--- src/rtl/spi_cmd_arbiter.sv ---
// spi_cmd_arbiter
//   Two-requester round-robin arbiter that sequences one SPI command at a
//   time through the config decoder (SETUP / WAIT_CFG) and the shift engine
//   (RUN), then returns a one-cycle response tagged with the requester id.
//
//   Optional feature: define SPI_ARB_TIMEOUT_EN to add a watchdog that aborts
//   WAIT_CFG / RUN after TIMEOUT_CYCLES cycles with resp_err=1, resp_data=0.
//   With the macro undefined there is no counter, resp_err is tied 0 and the
//   FSM waits indefinitely for the decoder and shift engine.
module spi_cmd_arbiter #(
   parameter int TIMEOUT_CYCLES = 1024
) (
   input  logic        clk,
   input  logic        rst,
   input  logic        req0_valid,
   output logic        req0_ready,
   input  logic [74:0] req0_desc,
   input  logic        req1_valid,
   output logic        req1_ready,
   input  logic [74:0] req1_desc,
   output logic [7:0]  dec_command,
   output logic [2:0]  dec_commandtype,
   output logic [31:0] dec_address,
   output logic [31:0] dec_datain,
   output logic        setup_start,
   input  logic        build_done,
   input  logic        counters_done,
   output logic        xfer_start,
   input  logic        xfer_done,
   input  logic [31:0] rx_data,
   output logic        resp_valid,
   output logic        resp_id,
   output logic [31:0] resp_data,
   output logic        resp_err,
   output logic        busy
);

   localparam logic [1:0] IDLE     = 2'd0;
   localparam logic [1:0] SETUP    = 2'd1;
   localparam logic [1:0] WAIT_CFG = 2'd2;
   localparam logic [1:0] RUN      = 2'd3;

   logic [1:0]  state;
   logic [1:0]  state_nxt;
   logic [74:0] hold_desc;     // descriptor of the transaction in flight
   logic        hold_id;       // requester that owns hold_desc
   logic        last_grant;    // requester granted on the most recent accept
   logic        grant;
   logic        accept;
   logic        flag_build;    // sticky build_done seen in WAIT_CFG
   logic        flag_cnt;      // sticky counters_done seen in WAIT_CFG
   logic        cfg_done;
   logic        run_first;     // high during the first RUN cycle only
   logic        xfer_fin;      // shift engine completed this cycle
   logic        timeout;       // watchdog expired this cycle (0 if disabled)
   logic        abort;         // watchdog abort that actually takes effect

   // Arbitration: a lone requester wins; on a tie the one not granted last wins.
   always_comb begin
      grant = 1'b0;
      if (req0_valid && req1_valid)
         grant = ~last_grant;
      else if (req1_valid)
         grant = 1'b1;
   end

   // Ready only in IDLE; gated by rst so every output reads 0 during reset.
   assign req0_ready = ~rst & (state == IDLE) & req0_valid & ~grant;
   assign req1_ready = ~rst & (state == IDLE) & req1_valid &  grant;
   assign accept     = req0_ready | req1_ready;

   // Decoder handshakes may land in the same cycle or in different cycles.
   assign cfg_done = (flag_build | build_done) & (flag_cnt | counters_done);
   assign xfer_fin = (state == RUN) & xfer_done;

   // A watchdog expiry loses to a completion arriving in the same cycle.
   assign abort = timeout & ~((state == WAIT_CFG) ? cfg_done : xfer_fin);

`ifdef SPI_ARB_TIMEOUT_EN
   localparam int CW = (TIMEOUT_CYCLES > 1) ? $clog2(TIMEOUT_CYCLES) : 1;

   logic [CW-1:0] wd_cnt;
   logic          wd_active;
   logic          wd_enter;

   assign wd_active = (state == WAIT_CFG) | (state == RUN);
   assign wd_enter  = (state_nxt != state) &
                      ((state_nxt == WAIT_CFG) | (state_nxt == RUN));
   assign timeout   = wd_active & (wd_cnt == CW'(TIMEOUT_CYCLES - 1));

   // Watchdog counter: restarts on each entry to WAIT_CFG / RUN.
   always_ff @(posedge clk or posedge rst) begin
      if (rst)
         wd_cnt <= '0;
      else if (wd_enter)
         wd_cnt <= '0;
      else if (wd_active)
         wd_cnt <= wd_cnt + 1'b1;
   end

   // Error flag rides along with each response.
   always_ff @(posedge clk or posedge rst) begin
      if (rst)
         resp_err <= 1'b0;
      else if (xfer_fin)
         resp_err <= 1'b0;
      else if (abort)
         resp_err <= 1'b1;
   end
`else
   assign timeout  = 1'b0;
   assign resp_err = 1'b0;
`endif

   // Next-state logic for the command sequencer.
   always_comb begin
      state_nxt = state;
      case (state)
         IDLE:     if (accept) state_nxt = SETUP;
         SETUP:    state_nxt = WAIT_CFG;
         WAIT_CFG: begin
            if (cfg_done)
               state_nxt = RUN;
            else if (abort)
               state_nxt = IDLE;
         end
         RUN: begin
            if (xfer_fin || abort)
               state_nxt = IDLE;
         end
         default:  state_nxt = IDLE;
      endcase
   end

   // State register; reset aborts any transaction silently.
   always_ff @(posedge clk or posedge rst) begin
      if (rst)
         state <= IDLE;
      else
         state <= state_nxt;
   end

   // Holding registers and round-robin pointer update only on accept.
   // last_grant resets to 1 so req0 wins the first tie.
   always_ff @(posedge clk or posedge rst) begin
      if (rst) begin
         hold_desc  <= '0;
         hold_id    <= 1'b0;
         last_grant <= 1'b1;
      end else if (accept) begin
         hold_desc  <= grant ? req1_desc : req0_desc;
         hold_id    <= grant;
         last_grant <= grant;
      end
   end

   // Sticky decoder-done flags: cleared on SETUP entry, set only in WAIT_CFG.
   always_ff @(posedge clk or posedge rst) begin
      if (rst) begin
         flag_build <= 1'b0;
         flag_cnt   <= 1'b0;
      end else if (accept) begin
         flag_build <= 1'b0;
         flag_cnt   <= 1'b0;
      end else if (state == WAIT_CFG) begin
         if (build_done)    flag_build <= 1'b1;
         if (counters_done) flag_cnt   <= 1'b1;
      end
   end

   // Marks the first RUN cycle so xfer_start is a single-cycle pulse.
   always_ff @(posedge clk or posedge rst) begin
      if (rst)
         run_first <= 1'b0;
      else
         run_first <= (state != RUN) & (state_nxt == RUN);
   end

   // Response: one-cycle valid pulse; data and id hold until the next one.
   always_ff @(posedge clk or posedge rst) begin
      if (rst) begin
         resp_valid <= 1'b0;
         resp_id    <= 1'b0;
         resp_data  <= '0;
      end else begin
         resp_valid <= 1'b0;
         if (xfer_fin) begin
            resp_valid <= 1'b1;
            resp_id    <= hold_id;
            resp_data  <= rx_data;
         end else if (abort) begin
            resp_valid <= 1'b1;
            resp_id    <= hold_id;
            resp_data  <= '0;
         end
      end
   end

   assign setup_start     = (state == SETUP);
   assign xfer_start      = (state == RUN) & run_first;
   assign busy            = (state != IDLE);
   assign dec_command     = hold_desc[74:67];
   assign dec_commandtype = hold_desc[66:64];
   assign dec_address     = hold_desc[63:32];
   assign dec_datain      = hold_desc[31:0];

endmodule
--- config.mk ---
export PLATFORM = sky130hd
export DESIGN_NAME = spi_cmd_arbiter
export DESIGN_NICKNAME = d
export VERILOG_FILES = /design/src/rtl/spi_cmd_arbiter.sv
export SDC_FILE = /design/constraint.sdc
export NUM_CORES = 1
export LEC_CHECK = 0
export CAP_MARGIN = 25
export CORE_AREA = 2 2 117 119
export CTS_BUF_LIST = sky130_fd_sc_hd__clkbuf_4
export DETAILED_ROUTE_END_ITERATION = 8
export DIE_AREA = 0 0 119 121
export PLACE_DENSITY = 0.81
export SYNTH_ARGS = -nofsm -noshare
export SYNTH_HDL_FRONTEND = slang
export SYNTH_SLANG_ARGS = --single-unit
--- constraint.sdc ---
create_clock -name clk -period 6.4 [get_ports clk]
set_clock_uncertainty 0.15 [all_clocks]
set_input_delay 0.64 -clock clk [delete_from_list [all_inputs] [get_ports clk]]
set_output_delay 0.64 -clock clk [all_outputs]
set_load 0.02 [all_outputs]
Word level (Yosys, flattened, before mapping)

Cells that the tools add are included.

Register bits after elaboration: 116
Input port bits: 189
Output and inout port bits: 115
Logic and storage cells: 52

Equality and inequality tests: 5
Muxes and demuxes: 14
Bitwise operators: 15
Reduce and logical (&&, ||, !) cells: 8

Operators by type and width:

| cell                                          | number |
|---|---|
| 2-to-1 mux 75 bit                             | 1 |
| AND 1 bit                                     | 9 |
| 2-to-1 mux 1 bit                              | 9 |
| case mux 2 bit (4 select lines)               | 1 |
| nonzero test 2 bit                            | 4 |
| == test 2 bit, second input constant          | 3 |
| 2-to-1 mux 2 bit                              | 3 |
| AND reduction 2 bit                           | 2 |
| NOT 1 bit                                     | 3 |
| OR 1 bit                                      | 3 |
| == test 2 x 1 -> 1 bit, second input constant | 1 |
| logical NOT 2 bit                             | 1 |
| != test 2 bit, second input constant          | 1 |
| logical AND 1 bit                             | 1 |

Logic depth before layout (Yosys ltp)

Gate-level depths: netlist of the first run.

Depth after elaboration: 9
Depth in mapped cells: 6
Mapped depth without buffers: 3

Worst setup path before layout of the first run

Ideal clock, no wire load.

Path type: in2out
Start point: input port rst
End point: output port req1_ready
Arrival: 1703 ps
Path slack: 3907 ps
Cell stages on the path: 3
Path through: or4b_4 > clkbuf_1 > nor2_1

Longest elaborated chain between the ends: 4

RTL lines:

| element                | RTL line | source |
|---|---|---|
| start: declaration     | 14       | `input logic rst,` |
| NOT 1 bit              | 69       | `assign req1_ready = ~rst & (state == IDLE) & req1_valid & grant;` |
| AND 1 bit (3 in a row) | 69       |  |
| end: declaration       | 19       | `output logic req1_ready,` |

Every way passes these cells.

Worst setup path after layout of the first run

Start point: input port rst
End point: output port req0_ready

Longest elaborated chain between the ends: 4

RTL lines:

| element                | RTL line | source |
|---|---|---|
| NOT 1 bit              | 68       | `assign req0_ready = ~rst & (state == IDLE) & req0_valid & ~grant;` |
| AND 1 bit (3 in a row) | 68       |  |
| end: declaration       | 16       | `output logic req0_ready,` |

Every way passes these cells.

==> flow_summary.toml, run 1 <==
[clocking]
cts_tree = "built"
numCtsBuffers = 17
cts_max_path_buffers = 2
holdBufCountCts = 0
post_cts_buffers = 0
cts.clk_slew.worst_paths_ns = 0.09
clock_latency_ns = 0.48
htree_levels = 4
cts-root-buf = "clkbuf_4"
cts_resized = 0
cts.sinks = 116

[global_route]
overflow = 0
track_usage = 0.213
antenna_found_initial = 0
grt_pass1_vias = 4511
grt_pass1_wl_um = 23900
grt_max_degree = 84

[worst_setup_path]
endpoint_kind = "primary output"
worstPathArrival_ns = 2.88
path_buf_inv = 4
reg2reg_to = "hold_desc[5]"
r2r_cells = 4
path_cells = "clkdlybuf4s50_1 -> nor3_1 -> nand3_2 -> buf_4 -> inv_1 -> clkdlybuf4s50_1"
path_class = "in2out"
r2r_start = "state[0]"
crit_required_ns = 5.61
crit_cells = 6
start_kind = "input port"
critPathSlowestCell = "clkdlybuf4s50_1"
rrSetupSlack_ns = 3.73
crit_fanout = 76
crit_family = "buffers and inverters"
path_common_cell = "clkdlybuf4s50_1"
critPathLaunch = "rst"
endpoint = "req0_ready"
slowest_delay_ns = 0.61

[placement]
pre_cts_slack_ns = 2.72
finalWeightedCongestion = 0.795
dp_hpwl_um = 11200
dp_cells = 809
post_dp_cell_area_mm2 = 0.00803
io_buffers = 302

[floorplan]
die_h_um = 121
rows = 42
core_area_mm2 = 0.0131
num_io_pins = 304
die_x_um = 119
start_util = 0.379
fp.dieArea_mm2 = 0.0144

[routing]
routed_wl_um = 15400
vias_per_cell = 5.23
drcViolationCount = 0
drtPass1Iterations = 4
wl_per_cell_um = 18.3
drt-initial-drc-count = 205
ant_nets = 0
dr_total_vias = 4411

[cells_and_area]
layout_commonest_cell = "clkdlybuf4s50_1"
layout_common_cells = "clkdlybuf4s50_1 (302), dfrtp_1 (115), or3_1 (76), o221a_2 (76), mux2_2 (33)"
fin_cells = 843
largest_register = "hold_desc"
largest_reg_flops = 75
design_area_mm2 = 0.00834
drive_gt1_frac = 0.230
reg_top3 = "hold_desc (75), resp_data (32), state (2)"
area_growth_pct = 68.4
final_util = 0.637
fin_nets = 843

[sta]
hold_viol = 0
fin_ws_ns = 2.73
relSlewSlack = 0.465
max_slew.worst_pin.slew_ns = 0.802
rsz0062_at_grt = "false"
fmax_ghz = 0.273
maxSlewViolCount = 0
timing.final.crit_share = 0.573
finalSetupViolCount = 0
period_minus_slack_ns = 3.67
setup_tns_ns = 0

[run_status]
status = "complete, no violations"

[power]
leakagePower_nw = 3.18
p_per_area_mw_per_mm2 = 457
ir_drop_mv = 0.186

[job]
drv_cap = 0

[synth]
ys_seq_elements = 116
synth_cell_types = 24
syn_area_per_cell_um2 = 13.6
synth-warning-count = 0
syn-num-nets = 554
synth-seq-area-share = 0.586
syn_area_mm2 = 0.00495
synth_cells = 365

[worst_hold_path]
min_path_type = "reg2reg"
layer usage:
| metal | wire length, µm | vias to the layer above | track usage |
|---|---|---|---|
| met2 | 7740 | 228 | 0.357 |
| met3 | 1310 | 41 | 0.0822 |
| li1 | - | 2007 | - |
| met5 | 0 | - | 0 |
| met1 | 5850 | 2135 | 0.243 |
| met4 | 539 | 0 | 0.0908 |
kinds of logic (layout without fill, tap and decap cells):
| group | after synthesis | count (layout) | share of synthesized area |
|---|---|---|---|
| simple gates | 93 | 93 | 0.115 |
| other cells | 1 | 2 | 0.000757 |
| mux | 33 | 33 | 0.0750 |
| buf+inv | 40 | 341 | 0.0427 |
| flops | 116 | 116 | 0.586 |
| compound gates | 82 | 82 | 0.180 |
tightest hold or removal path: stages (launching register included):
cell,delay [ns]
dfrtp_1,0.36
a21oi_1,0.04
nor2_1,0.08
worst min-delay path by stage:
stage,startpoint,end,slack (ns),cells after the start
floorplan,hold_id,hold_id,0.29,1
CTS,rst,resp_data[14],0.37,2
finish,flag_cnt,flag_cnt,0.36,2
detailed placement,resp_data[17],resp_data[17],0.35,1
global placement,flag_cnt,flag_cnt,0.33,2
global route,rst,resp_data[14],0.38,2
Yosys cell counts:
cell,number,share of area
a21o_1,1,0.0015
a21oi_1,4,0.0040
and2_1,1,0.0013
and3_1,2,0.0025
buf_2,13,0.013
buf_4,2,0.0030
buf_6,5,0.011
clkbuf_1,18,0.014
conb_1,1,0.00076
dfrtp_1,115,0.58
dfstp_2,1,0.0053
inv_1,2,0.0015
mux2_2,33,0.075
nand2_1,2,0.0015
nand2b_1,1,0.0013
nand3_1,1,0.0010
nor2_1,4,0.0030
nor2b_1,3,0.0038
nor3_1,1,0.0010
o21a_1,1,0.0015
o221a_2,76,0.17
or2_2,1,0.0013
or3_1,76,0.096
or4b_4,1,0.0028
power by group:
group          internal (mW)  switching [mW]
clock                  0.233           0.269
combinational           1.12           0.872
sequential              1.10           0.216
final cells by class:
cell class              count  area [µm²]
inverters                   2        10.0
diodes                      1        2.50
fillers                   973        4740
clock inverters            12         115
flip-flops and latches    116        2900
clock buffers              19         143
multi-input cells         209        1850
well taps                 176         220
repair buffers            308        3100
per-stage QoR:
stage	total power, mW	hold slack [ns]
4_1_cts	3.84	0.371
5_1_grt	4.01	0.385
2_1_floorplan	2.35	0.294
6_report	3.81	0.365
3_3_place_gp	3.29	0.329
3_5_place_dp	3.33	0.348
No activity file was read; power rests on OpenSTA's default activity.
==> run 2: changes to the inputs <==
Settings changed: CORE_AREA 2 2 117 119 to 2 2 122 124, DIE_AREA 0 0 119 121 to 0 0 124 126, PLACE_DENSITY 0.81 to 0.78.
Clock period 6.4 ns to 3.3 ns, I/O delays scaled along.
==> run 2 against run 1 <==
Power rose by 94%. Core utilization down 5.3 points. Die area increased by 8.5%. Register-to-register slack worse by 2.7 ns. Clock-buffer cell count fell by 1. Critical path depth fell by 3. Non-clock buffer count up 2. Critical path type is now reg2out. Critical endpoint is now req1_ready.
==> flow_summary.toml, run 2 (synthesis results as in run 1) <==
[sta]
relSlewSlack = 0.413
hold_viol = 0
rsz0062_at_grt = "false"
maxSlewViolCount = 0
fmax_ghz = 0.356
max_slew.worst_pin.slew_ns = 0.879
timing.final.crit_share = 0.851
setup_tns_ns = 0
period_minus_slack_ns = 2.81
finalSetupViolCount = 0

[routing]
drtPass1Iterations = 4
drcViolationCount = 0
vias_per_cell = 5.18
top_layer_used = "met4"
drt-initial-drc-count = 187
dr_wl_met2_um = 7750
dr_total_vias = 4423
ant_nets = 0
routed-wl-met3_um = 1440
routed_wl_um = 15700
wl_per_cell_um = 18.4
m1WireLength_um = 6020

[clocking]
htree_levels = 4
post_cts_buffers = 0
cts.sinks = 116
cts.clk_slew.worst_paths_ns = 0.10
cts-root-buf = "clkbuf_4"
holdBufCountCts = 0
cts_resized = 0
numCtsBuffers = 17
clock_latency_ns = 0.50
cts_tree = "built"
cts_max_path_buffers = 2

[cells_and_area]
layout_commonest_cell = "clkdlybuf4s50_1"
reg_top3 = "hold_desc (75), resp_data (32), state (2)"
fin_nets = 845
area_growth_pct = 69.0
multi_input_area_mm2 = 0.00185
largest_register = "hold_desc"
area.sequential_mm2 = 0.00290
fin_cells = 854
layout_common_cells = "clkdlybuf4s50_1 (302), dfrtp_1 (115), or3_1 (76), o221a_2 (76), mux2_2 (33)"
drive_gt1_frac = 0.229
fillCellCount = 1154
largest_reg_flops = 75

[worst_setup_path]
crit_fanout = 8
path_class = "reg2out"
start_kind = "flop"
worstPathArrival_ns = 2.33
rrSetupSlack_ns = 1.06
reg2reg_to = "hold_desc[60]"
endpoint_kind = "primary output"
r2r_cells = 4
crit_required_ns = 2.82
r2r_start = "state[0]"

[global_route]
grt_pass1_wl_um = 24100
track_usage = 0.202
grt_max_degree = 77
overflow = 0
antenna_found_initial = 1
grt_pass1_vias = 4625

[floorplan]
num_io_pins = 304
start_util = 0.346
core_area_mm2 = 0.0143
die_h_um = 126
die_x_um = 124
fp.dieArea_mm2 = 0.0156
rows = 44

[power]
ir_drop_mv = 0.350
p_per_area_mw_per_mm2 = 884
netSwitchingPower_mw = 2.65
p_seq_frac = 0.346
cell_internal_pwr_mw = 4.75
leakagePower_nw = 3.18
p_sw_frac = 0.358
clock_power_share = 0.129
combPwrFrac = 0.525

[worst_hold_path]
min_path_type = "in2async"

[job]
drv_cap = 0

[placement]
dp_cells = 821
dp_hpwl_um = 11500
finalWeightedCongestion = 0.788
io_buffers = 302

[run_status]
status = "complete, no violations"
## run 2: changes by cell type in the layout (fill, tap and decap cells not counted), sizes merged
| cell | change |
|---|---|
| clkinvlp | +1 |
| inv | -1 |
| clkinv | +1 |
| diode | +1 |
| clkbuf | -1 |
| buf | +2 |
## run 2: per-layer routing
layer	global-route usage	vias to the layer above
met3	0.0666	36
met1	0.228	2131
met2	0.341	237
met5	0	-
met4	0.0958	0
li1	-	2019
## run 2: how the worst max path moves through the flow
stage                     startpoint         end  slack (ns)  depth (start not counted)
after global placement           rst  req1_ready        0.65                          4
after floorplan             state[0]  req1_ready        1.35                          3
final                       state[0]  req1_ready        0.49                          3
after CTS                   state[0]  req1_ready        0.43                          3
after global routing        state[1]  req1_ready        0.34                          3
after detailed placement         rst  req1_ready        0.64                          4
## run 2: layout make-up
cell class	count	share of cell area
flip-flops and latches	116	0.347
clock inverters	13	0.0141
multi-input cells	209	0.221
inverters	2	0.00135
well taps	184	0.0275
repair buffers	310	0.373
diodes	2	0.000598
clock buffers	18	0.0161
## run 2: critical path: stages, from the launching register on
cell and delay, ns:
dfrtp_1 0.47, or4b_4 0.55, nor2_1 0.17, clkdlybuf4s50_1 0.65
## run 2: power by group through the flow
stage	combinational [mW]	clock (mW)	sequential (mW)
6_report	3.88	0.954	2.56
5_1_grt	4.11	1.07	2.66
4_1_cts	3.92	0.996	2.57
3_5_place_dp	3.92	0	2.58
3_3_place_gp	3.86	0	2.55
2_1_floorplan	1.20	0	3.36
## run 2: through the flow
stage	hold WS (ns)	cell area [µm²]	setup slack, ns	total power, mW	util
floorplan	0.294	4960	1.35	4.55	-
global placement	0.327	8110	0.647	6.41	0.567
detailed placement	0.339	8110	0.642	6.50	0.567
CTS	0.230	8360	0.430	7.49	0.584
global route	0.221	8370	0.340	7.84	0.585
finish	0.257	8370	0.491	7.40	0.585
